[src/rtl/wav_apb_fifo_pkg.sv]
// Register map constants shared by the APB FIFO port register block.
// Each channel owns a 16-byte window holding four word registers.
package wav_apb_fifo_pkg;

  localparam int CH_STRIDE = 'h10;
  localparam int CH_SHIFT  = $clog2(CH_STRIDE);

  localparam logic [3:0] OFF_TXDATA = 4'h0;
  localparam logic [3:0] OFF_RXDATA = 4'h4;
  localparam logic [3:0] OFF_STATUS = 4'h8;
  localparam logic [3:0] OFF_FLAGS  = 4'hC;

  localparam int ST_RX_LEVEL_LSB = 8;
  localparam int ST_TX_FULL      = 16;
  localparam int ST_TX_EMPTY     = 17;
  localparam int ST_RX_FULL      = 18;
  localparam int ST_RX_EMPTY     = 19;

  localparam int FL_TX_OVF = 0;
  localparam int FL_RX_UDF = 1;

  localparam int CTL_FLUSH_TX = 0;
  localparam int CTL_FLUSH_RX = 1;

  typedef enum logic [1:0] {
    REG_TXDATA,
    REG_RXDATA,
    REG_STATUS,
    REG_FLAGS
  } reg_sel_e;

endpackage

[src/rtl/wav_sync_fifo_ff.sv]
// Single-clock flop FIFO with push/pop/flush and level reporting.
// Pointers carry one extra wrap bit so full and empty are distinguishable.
module wav_sync_fifo_ff #(
  parameter  int DATA_WIDTH = 8,
  parameter  int DEPTH      = 4,
  localparam int AW         = $clog2(DEPTH)
) (
  input  logic                  RegClk,
  input  logic                  RegReset,
  input  logic                  push,
  input  logic [DATA_WIDTH-1:0] push_data,
  input  logic                  pop,
  input  logic                  flush,
  output logic [DATA_WIDTH-1:0] head,
  output logic                  full,
  output logic                  empty,
  output logic [AW:0]           level
);

  logic [DATA_WIDTH-1:0] mem_reg [DEPTH];
  logic [AW:0]           wr_ptr_reg;
  logic [AW:0]           rd_ptr_reg;
  logic                  push_ok;
  logic                  pop_ok;

  assign full    = (wr_ptr_reg[AW] != rd_ptr_reg[AW]) &&
                   (wr_ptr_reg[AW-1:0] == rd_ptr_reg[AW-1:0]);
  assign empty   = (wr_ptr_reg == rd_ptr_reg);
  assign level   = wr_ptr_reg - rd_ptr_reg;
  assign push_ok = push && !full;
  assign pop_ok  = pop && !empty;

  // Head reads as zero when empty so stale entries never leak onto the bus.
  assign head = empty ? '0 : mem_reg[rd_ptr_reg[AW-1:0]];

  always_ff @(posedge RegClk or posedge RegReset) begin
    if (RegReset) begin
      wr_ptr_reg <= '0;
      rd_ptr_reg <= '0;
    end else if (flush) begin
      wr_ptr_reg <= '0;
      rd_ptr_reg <= '0;
    end else begin
      if (push_ok) wr_ptr_reg <= wr_ptr_reg + 1'b1;
      if (pop_ok)  rd_ptr_reg <= rd_ptr_reg + 1'b1;
    end
  end

  always_ff @(posedge RegClk) begin
    if (push_ok) mem_reg[wr_ptr_reg[AW-1:0]] <= push_data;
  end

endmodule

[src/rtl/wav_apb_fifo_port_regs.sv]
// APB slave exposing NUM_CH TX/RX FIFO pairs with status, sticky error flags and irq.
// Writes act on the registered setup-phase address/data; reads decode combinationally.
module wav_apb_fifo_port_regs
  import wav_apb_fifo_pkg::*;
#(
  parameter int ADDR_WIDTH = 8,
  parameter int DATA_WIDTH = 8,
  parameter int DEPTH      = 4,
  parameter int NUM_CH     = 2
) (
  input  logic                         RegClk,
  input  logic                         RegReset,
  input  logic                         PSEL,
  input  logic                         PENABLE,
  input  logic                         PWRITE,
  input  logic [ADDR_WIDTH-1:0]        PADDR,
  input  logic [31:0]                  PWDATA,
  output logic [31:0]                  PRDATA,
  output logic                         PREADY,
  output logic                         PSLVERR,
  output logic [NUM_CH*DATA_WIDTH-1:0] tx_data,
  output logic [NUM_CH-1:0]            tx_valid,
  input  logic [NUM_CH-1:0]            tx_ready,
  input  logic [NUM_CH*DATA_WIDTH-1:0] rx_data,
  input  logic [NUM_CH-1:0]            rx_valid,
  output logic [NUM_CH-1:0]            rx_ready,
  output logic                         irq
);

  localparam int LW  = $clog2(DEPTH + 1);
  localparam int CHW = ADDR_WIDTH - CH_SHIFT;

  logic [ADDR_WIDTH-1:0]    addr_reg;
  logic [31:0]              wdata_reg;
  logic                     wr_sel_reg;
  logic                     wr_stb;
  logic                     rd_stb;
  logic [CHW-1:0]           ch_idx;
  logic [CH_SHIFT-1:0]      off;
  reg_sel_e                 reg_sel;
  logic                     off_ok;
  logic                     addr_ok;
  logic [NUM_CH-1:0]        err_vec;
  logic [NUM_CH-1:0]        flag_vec;
  logic [NUM_CH-1:0][31:0]  rd_word;
  logic [31:0]              prdata_mux;
  logic                     unused_wdata;

  always_ff @(posedge RegClk or posedge RegReset) begin
    if (RegReset) begin
      addr_reg   <= '0;
      wdata_reg  <= '0;
      wr_sel_reg <= 1'b0;
    end else begin
      if (PSEL) begin
        addr_reg  <= PADDR;
        wdata_reg <= PWDATA;
      end
      wr_sel_reg <= PSEL & PWRITE;
    end
  end

  assign wr_stb       = wr_sel_reg & PENABLE;
  assign rd_stb       = PSEL & PENABLE & ~PWRITE;
  assign ch_idx       = addr_reg[ADDR_WIDTH-1:CH_SHIFT];
  assign off          = addr_reg[CH_SHIFT-1:0];
  assign unused_wdata = ^wdata_reg;

  always_comb begin
    off_ok  = 1'b1;
    reg_sel = REG_TXDATA;
    case (off)
      OFF_TXDATA: reg_sel = REG_TXDATA;
      OFF_RXDATA: reg_sel = REG_RXDATA;
      OFF_STATUS: reg_sel = REG_STATUS;
      OFF_FLAGS:  reg_sel = REG_FLAGS;
      default:    off_ok  = 1'b0;
    endcase
  end

  assign addr_ok = off_ok && (ch_idx < CHW'(NUM_CH));

  genvar gi;
  generate
    for (gi = 0; gi < NUM_CH; gi++) begin : g_ch
      logic                  hit, acc_wr, acc_rd;
      logic                  tx_push, tx_flush, rx_pop, rx_flush;
      logic                  ovf_set, udf_set, flags_wr;
      logic                  tx_full, tx_empty, rx_full, rx_empty;
      logic [LW-1:0]         tx_level, rx_level;
      logic [DATA_WIDTH-1:0] tx_head, rx_head;
      logic                  tx_ovf_reg, rx_udf_reg;
      logic [31:0]           word;

      assign hit      = addr_ok && (ch_idx == CHW'(gi));
      assign acc_wr   = wr_stb & hit;
      assign acc_rd   = rd_stb & hit;
      // Full/empty checks use the pre-edge state, so a concurrent core pop never rescues a push.
      assign tx_push  = acc_wr && (reg_sel == REG_TXDATA) && !tx_full;
      assign ovf_set  = acc_wr && (reg_sel == REG_TXDATA) && tx_full;
      assign rx_pop   = acc_rd && (reg_sel == REG_RXDATA) && !rx_empty;
      assign udf_set  = acc_rd && (reg_sel == REG_RXDATA) && rx_empty;
      assign tx_flush = acc_wr && (reg_sel == REG_STATUS) && wdata_reg[CTL_FLUSH_TX];
      assign rx_flush = acc_wr && (reg_sel == REG_STATUS) && wdata_reg[CTL_FLUSH_RX];
      assign flags_wr = acc_wr && (reg_sel == REG_FLAGS);

      wav_sync_fifo_ff #(.DATA_WIDTH(DATA_WIDTH), .DEPTH(DEPTH)) u_tx_fifo (
        .RegClk   (RegClk),
        .RegReset (RegReset),
        .push     (tx_push),
        .push_data(wdata_reg[DATA_WIDTH-1:0]),
        .pop      (tx_ready[gi]),
        .flush    (tx_flush),
        .head     (tx_head),
        .full     (tx_full),
        .empty    (tx_empty),
        .level    (tx_level)
      );

      wav_sync_fifo_ff #(.DATA_WIDTH(DATA_WIDTH), .DEPTH(DEPTH)) u_rx_fifo (
        .RegClk   (RegClk),
        .RegReset (RegReset),
        .push     (rx_valid[gi]),
        .push_data(rx_data[gi*DATA_WIDTH +: DATA_WIDTH]),
        .pop      (rx_pop),
        .flush    (rx_flush),
        .head     (rx_head),
        .full     (rx_full),
        .empty    (rx_empty),
        .level    (rx_level)
      );

      // Set dominates a simultaneous write-one-to-clear.
      always_ff @(posedge RegClk or posedge RegReset) begin
        if (RegReset) begin
          tx_ovf_reg <= 1'b0;
          rx_udf_reg <= 1'b0;
        end else begin
          tx_ovf_reg <= ovf_set | (tx_ovf_reg & ~(flags_wr & wdata_reg[FL_TX_OVF]));
          rx_udf_reg <= udf_set | (rx_udf_reg & ~(flags_wr & wdata_reg[FL_RX_UDF]));
        end
      end

      always_comb begin
        word = '0;
        case (reg_sel)
          REG_RXDATA: word[DATA_WIDTH-1:0] = rx_head;
          REG_STATUS: begin
            word[LW-1:0]                 = tx_level;
            word[ST_RX_LEVEL_LSB +: LW]  = rx_level;
            word[ST_TX_FULL]             = tx_full;
            word[ST_TX_EMPTY]            = tx_empty;
            word[ST_RX_FULL]             = rx_full;
            word[ST_RX_EMPTY]            = rx_empty;
          end
          REG_FLAGS: begin
            word[FL_TX_OVF] = tx_ovf_reg;
            word[FL_RX_UDF] = rx_udf_reg;
          end
          default: word = '0;
        endcase
      end

      assign rd_word[gi]                           = word;
      assign err_vec[gi]                           = ovf_set | udf_set;
      assign flag_vec[gi]                          = tx_ovf_reg | rx_udf_reg;
      assign tx_data[gi*DATA_WIDTH +: DATA_WIDTH]  = tx_head;
      assign tx_valid[gi]                          = ~tx_empty;
      assign rx_ready[gi]                          = ~rx_full;
    end
  endgenerate

  always_comb begin
    prdata_mux = '0;
    for (int c = 0; c < NUM_CH; c++) begin
      if (ch_idx == CHW'(c)) prdata_mux = rd_word[c];
    end
  end

  assign PRDATA  = (rd_stb && addr_ok) ? prdata_mux : '0;
  assign PSLVERR = ((wr_stb | rd_stb) & ~addr_ok) | (|err_vec);
  assign PREADY  = 1'b1;
  assign irq     = |flag_vec;

endmodule

[config.mk]
export PLATFORM = sky130hd
export DESIGN_NAME = wav_apb_fifo_port_regs
export DESIGN_NICKNAME = d
export VERILOG_FILES = /design/src/rtl/wav_apb_fifo_pkg.sv /design/src/rtl/wav_sync_fifo_ff.sv /design/src/rtl/wav_apb_fifo_port_regs.sv
export SDC_FILE = /design/constraint.sdc
export NUM_CORES = 1
export LEC_CHECK = 0
export CORE_ASPECT_RATIO = 0.7
export CORE_MARGIN = 2
export CORE_UTILIZATION = 60
export DETAILED_ROUTE_END_ITERATION = 10
export PLACE_DENSITY = 0.95
export SLEW_MARGIN = 20
export SYNTH_ARGS = -nofsm -noshare
export SYNTH_HDL_FRONTEND = slang
export SYNTH_HIERARCHICAL = 1
export SYNTH_SLANG_ARGS = --single-unit
[constraint.sdc]
create_clock -name RegClk -period 6.2 [get_ports RegClk]
set_input_delay 1.24 -clock RegClk [delete_from_list [all_inputs] [get_ports RegClk]]
set_output_delay 1.24 -clock RegClk [all_outputs]
set_load 0.05 [all_outputs]
# == After elaboration in Yosys (flattened, before gate mapping) ==
# Memories as Yosys holds them, arrays and structs flattened.
# Cells that the tools add are included.
# totals
wordCells,189
register_bits,45
n_memories,4
output_inout_bits,55
mem_bits_rw,128
# op_classes
n_bitwise,37
magnitude_cmp,1
muxes,43
n_addsub,12
n_reduce_logical,58
n_eq_ne,19
# memory_table
name,depth,word_bits,rd,rd_clocked_by_memory_dff,wr,line_no,rtl
g_ch[0].u_rx_fifo.mem_reg,4,8,1,0,1,wav_sync_fifo_ff.sv:20,logic [DATA_WIDTH-1:0] mem_reg [DEPTH];
g_ch[0].u_tx_fifo.mem_reg,4,8,1,0,1,wav_sync_fifo_ff.sv:20,
g_ch[1].u_rx_fifo.mem_reg,4,8,1,0,1,wav_sync_fifo_ff.sv:20,
g_ch[1].u_tx_fifo.mem_reg,4,8,1,0,1,wav_sync_fifo_ff.sv:20,
# op_table
operator,n
$mux 32,2
$mux 3,18
$logic_and 1x1->1,36
$mux 8,4
$add 3x1->3 const B,8
$mux 20,1
$pmux 2 s3,3
$and 1x1->1,17
$reduce_bool 2->1,8
$eq 3x3->1,4
$sub 3x3->3,4
$mux 5,2
$not 1->1,10
$or 1x1->1,10
$mux 1,9
$eq 2x2->1,4
$eq 4x4->1 const B,2
$logic_not 1->1,8
$logic_not 4->1,2
$mux 4,2
$eq 2x2->1 const B,2
$eq 4x1->1 const B,1
$eq 4x3->1 const B,1
$lt 4x2->1 const B,1
other kinds (6),11

# == Logic depth before layout (Yosys ltp) ==
# logic_depth
depth_word,11
ltp_mapped,11

# == Cells and area by module ==
# The synthesis kept the hierarchy.
# modules_own_cells
module,seq_area_each_um2,n_inst,area_each_um2,cells_each
wav_sync_fifo_ff,1111.1,4,1796.7,116
wav_apb_fifo_port_regs,525.5,1,1512.7,158

# == Worst setup path before layout ==
# OpenSTA, ideal clock, no wires.
# synth_timing
path_type,register -> output
start,reg g_ch[0].u_rx_fifo.rd_ptr_reg[1]
end,out PRDATA[0]
path_buffers,2
arrival_ns,4.353
required_time_ns,4.960
stages_incl_launch_ff,10
setup_slack_ns,0.607
cell_sequence,dfrtp_1 -> clkbuf_1 -> inv_1 -> ha_1 -> and3_2 -> clkbuf_1 -> nor2b_1 -> a222oi_1 -> nor2b_1 -> a2111oi_0
# synth_between
elab_chain_cells,6
word_cells_on_any_way,7
cone_classes,eq/ne (1); mux (5); memory (1)
# synth_lines
item,line_no,rtl
from (decl),wav_sync_fifo_ff.sv:22,logic [AW:0] rd_ptr_reg;
from (signal assigned),wav_sync_fifo_ff.sv:45,if (pop_ok) rd_ptr_reg <= rd_ptr_reg + 1'b1;
$eq 3x3->1,wav_sync_fifo_ff.sv:28,assign empty = (wr_ptr_reg == rd_ptr_reg);
named net g_ch[0].rx_empty,wav_apb_fifo_port_regs.sv:89,"logic tx_full, tx_empty, rx_full, rx_empty;"
$mux 8,wav_sync_fifo_ff.sv:34,assign head = empty ? '0 : mem_reg[rd_ptr_reg[AW-1:0]];
named net g_ch[0].rx_head[0],wav_apb_fifo_port_regs.sv:91,"logic [DATA_WIDTH-1:0] tx_head, rx_head;"
$pmux 2 s3,wav_apb_fifo_port_regs.sv:146,case (reg_sel)
$mux 20,wav_apb_fifo_port_regs.sv:176,if (ch_idx == CHW'(c)) prdata_mux = rd_word[c];
$mux 32,wav_apb_fifo_port_regs.sv:176,
$mux 32,wav_apb_fifo_port_regs.sv:180,assign PRDATA = (rd_stb && addr_ok) ? prdata_mux : '0;
to (decl),wav_apb_fifo_port_regs.sv:18,"output logic [31:0] PRDATA,"
# The timed path passes the listed nets, and every way through them passes these cells.

# == Worst setup path in the final report ==
# layout_timing
start,in PSEL
end,out PRDATA[19]
# layout_between
elab_chain_cells,4
# layout_lines
item,line_no,rtl
from (decl),wav_apb_fifo_port_regs.sv:13,"input logic PSEL,"
$and 1x1->1 (2 in series),wav_apb_fifo_port_regs.sv:64,assign rd_stb = PSEL & PENABLE & ~PWRITE;
$logic_and 1x1->1,wav_apb_fifo_port_regs.sv:180,
$mux 32,wav_apb_fifo_port_regs.sv:180,
# Every way passes these cells.

==> qor.txt <==
type of element capturing the critical path -> output pin
maximum fanout encountered on the critical timing path -> 20
iteration count of the initial detailed-routing pass -> 6
number of synthesized register bits -> 173
minimum clock period after layout -> 5.43 ns
vertical extent of the die -> 105 um
fin cells -> 890
number of flops mapped to enable cells by yosys -> 128
instance count of the mapped netlist -> 622
most frequent cells in the layout -> sky130_fd_sc_hd__edfxtp_1 (128), sky130_fd_sc_hd__clkdlybuf4s50_1 (77), sky130_fd_sc_hd__dfrtp_1 (45), sky130_fd_sc_hd__nor2b_1 (39)
Leakage Power -> 3.71 nW
dpl cell area -> 9490 um^2
number of buffers inserted to repair setup after CTS -> 0
layout-stage area growth over the synthesis result -> 15.7%
Ys Warns -> 6
WP data required -> 4.96 ns
post-synthesis instance area -> 8700 um^2
class of the tightest hold or removal check -> reg2reg
DRC Markers -> 0
first-pass GRT wire length -> 30.6 mm
number of rows created at floorplan -> 36
setup tns final -> 0 ns
Die Outline Area -> 15500 um^2
clk_lat worst skew -> 0.44 ns
DRC marker count from the first detailed-route iteration -> 575
Register-to-Register Setup Slack -> 2.68 ns
part of the Yosys area used for sequential elements -> 57.1%
arrival time of the worst setup path -> 4.19 ns
final hold violations -> 0
Final Routed Wirelength -> 19.6 mm
Setup Slack @ Placement -> 0.841 ns
total power density per cell area -> 431 nW/um^2
leading cell type in the layout, fill and taps excluded -> sky130_fd_sc_hd__edfxtp_1
CP max stage delay -> 0.85 ns
critical-path cell list -> clkdlybuf4s50_1 > buf_4 > nor4bb_1 > nand3_1 > nor2_1 > clkdlybuf4s50_1
DP HPWL -> 13.0 mm
Worst-path clk slew -> 0.07 ns
starting utilization of the core area -> 61.9%
fraction of final layout cells sized beyond drive strength 1 -> 14.9%
kind of launch point of the worst setup path -> primary input
cell at the slowest stage of the critical path -> sky130_fd_sc_hd__clkdlybuf4s50_1
root buffer selected by CTS -> sky130_fd_sc_hd__clkbuf_16
Core Region -> 14100 um^2
Setup CP Type -> in2out
number of nets still failing antenna checks after routing -> 0
final net count -> 789
number of top-level pins -> 120
via count normalized by instance count -> 6.30
portion of the clock cycle consumed by the worst path in the final layout -> 87.5%
placed cell count -> 858
number of buffers between clock root and the deepest sink -> 2
routed wirelength normalized by instance count -> 22.0 um
number of global-route vias before repair -> 5649
setup repair after global routing missed its margin -> false
Final Wtd Congestion -> 0.871
CTS tree -> done
final core utilization -> 71.6%
count of antenna diodes in the layout -> 0
proportion of netlist area held by the largest area contributor -> 44.2%
Synth area leader -> sky130_fd_sc_hd__edfxtp_1
max capacitance violation total -> 0
GRT Total Usage -> 26.3%
relative slew slack -> 29.5%
PnR worst setup slack -> 0.772 ns
pin count of the biggest net entering global routing -> 25
final slew viol count -> 0
leading register cell type out of synthesis -> sky130_fd_sc_hd__edfxtp_1
worst slew pin tran -> 1.05 ns
Congestion Overflow GR -> 0
Layout Skew -> 0.00669 ns
via count -> 5608
die span in x -> 148 um
number of antenna violations at the first check in global routing -> 0
average size of a mapped cell -> 14.0 um^2
worst supply voltage drop on vdd -> 0.296 mV
count of distinct cell types in the synthesized netlist -> 56
highest clock rate -> 0.184 GHz
# H-tree levels -> 4
cells taking the most area after synthesis -> sky130_fd_sc_hd__edfxtp_1 (44%), sky130_fd_sc_hd__dfrtp_1 (13%), sky130_fd_sc_hd__mux4_2 (8.3%)
number of buffers inserted during clock tree synthesis -> 17
run status -> finished clean
Post-synth ARST share -> 26.0%
total setup violations reported at the end of the flow -> 0
number of cells upsized or downsized after cts -> 0
most repeated library cell on the critical path -> sky130_fd_sc_hd__clkdlybuf4s50_1
port bufs -> 77
hold-fix buffers at CTS -> 0
TritonCTS sink count -> 173
post-layout instance area -> 10100 um^2
==> where the power goes <==
part           internal (mW)  leakage, nW  total, mW  switching (mW)
clock network          0.567        0.275       1.06           0.490
logic                  0.682         1.75       1.67           0.988
registers               1.41         1.68       1.62           0.204
==> worst paths after layout <==
| path | cells past startpoint | start | endpoint |
|---|---|---|---|
| hold reg to reg | 1 | addr_reg[3] | addr_reg[3] |
| hold / removal | 1 | addr_reg[3] | addr_reg[3] |
| min in group asynchronous | 2 | RegReset | g_ch[1].u_rx_fifo/rd_ptr_reg[0] |
| setup reg to reg | 5 | addr_reg[4] | g_ch[0].u_rx_fifo/rd_ptr_reg[1] |
| max in group asynchronous | 2 | RegReset | addr_reg[2] |
| setup / recovery | 6 | PSEL | PRDATA[19] |
==> worst max-delay path: cells and delay by family <==
kind / cells / cell delay (ns)
buffers and inverters: 3 / 1.55
and+or+nand+nor: 3 / 1.40
==> cell families (layout without fill, tap and decap cells) <==
group | Yosys count | in the layout | share of synthesized area [%]
muxes | 58 | 58 | 11.5
AOI/OAI and AO/OA | 59 | 59 | 4.82
buffers and inverters | 82 | 144 | 4.83
DFF | 173 | 173 | 57.1
other | 2 | 18 | 0.0863
adders and majority gates | 37 | 37 | 5.67
and+or+nand+nor | 203 | 203 | 15.2
xor gates and xnor gates | 8 | 8 | 0.805
==> cell type report <==
class                   instances  area (um^2)
well taps                     190          238
clock inverters                15          154
inverters                      33          124
clock buffers                  17          425
multi-input cells             383         3370
fillers                       825         3990
flip-flops and latches        173         4970
repair buffers                 79          786
==> metal layers <==
| metal | share of wire (%) | routed length, um | global-route usage [%] |
|---|---|---|---|
| met4 | 2.9 | 571 | 10.7 |
| met1 | 40 | 7730 | 34.7 |
| met2 | 49 | 9640 | 41.9 |
| met3 | 8.3 | 1630 | 7.12 |
| met5 | 0 | 0 | 0 |
==> synth_stat cells (all sizes together), types with 10 or more instances <==
master  instances
mux2           15
and2           19
mux2i          11
nor3b          11
or4            14
nor2           30
mux4           32
clkbuf         17
a31oi          12
ha             33
edfxtp        128
inv            33
buf            31
nor2b          39
a21oi          12
nand3          10
dfrtp          45
nand2          26
==> per-stage QoR <==
stage	hold WS, ns	power (mW)
CTS	0.526	4.33
global route	0.539	4.54
detailed placement	0.496	3.26
finish	0.527	4.34
global placement	0.486	3.16
floorplan	0.463	2.82
Note: power is estimated with default switching activity, not from simulation.
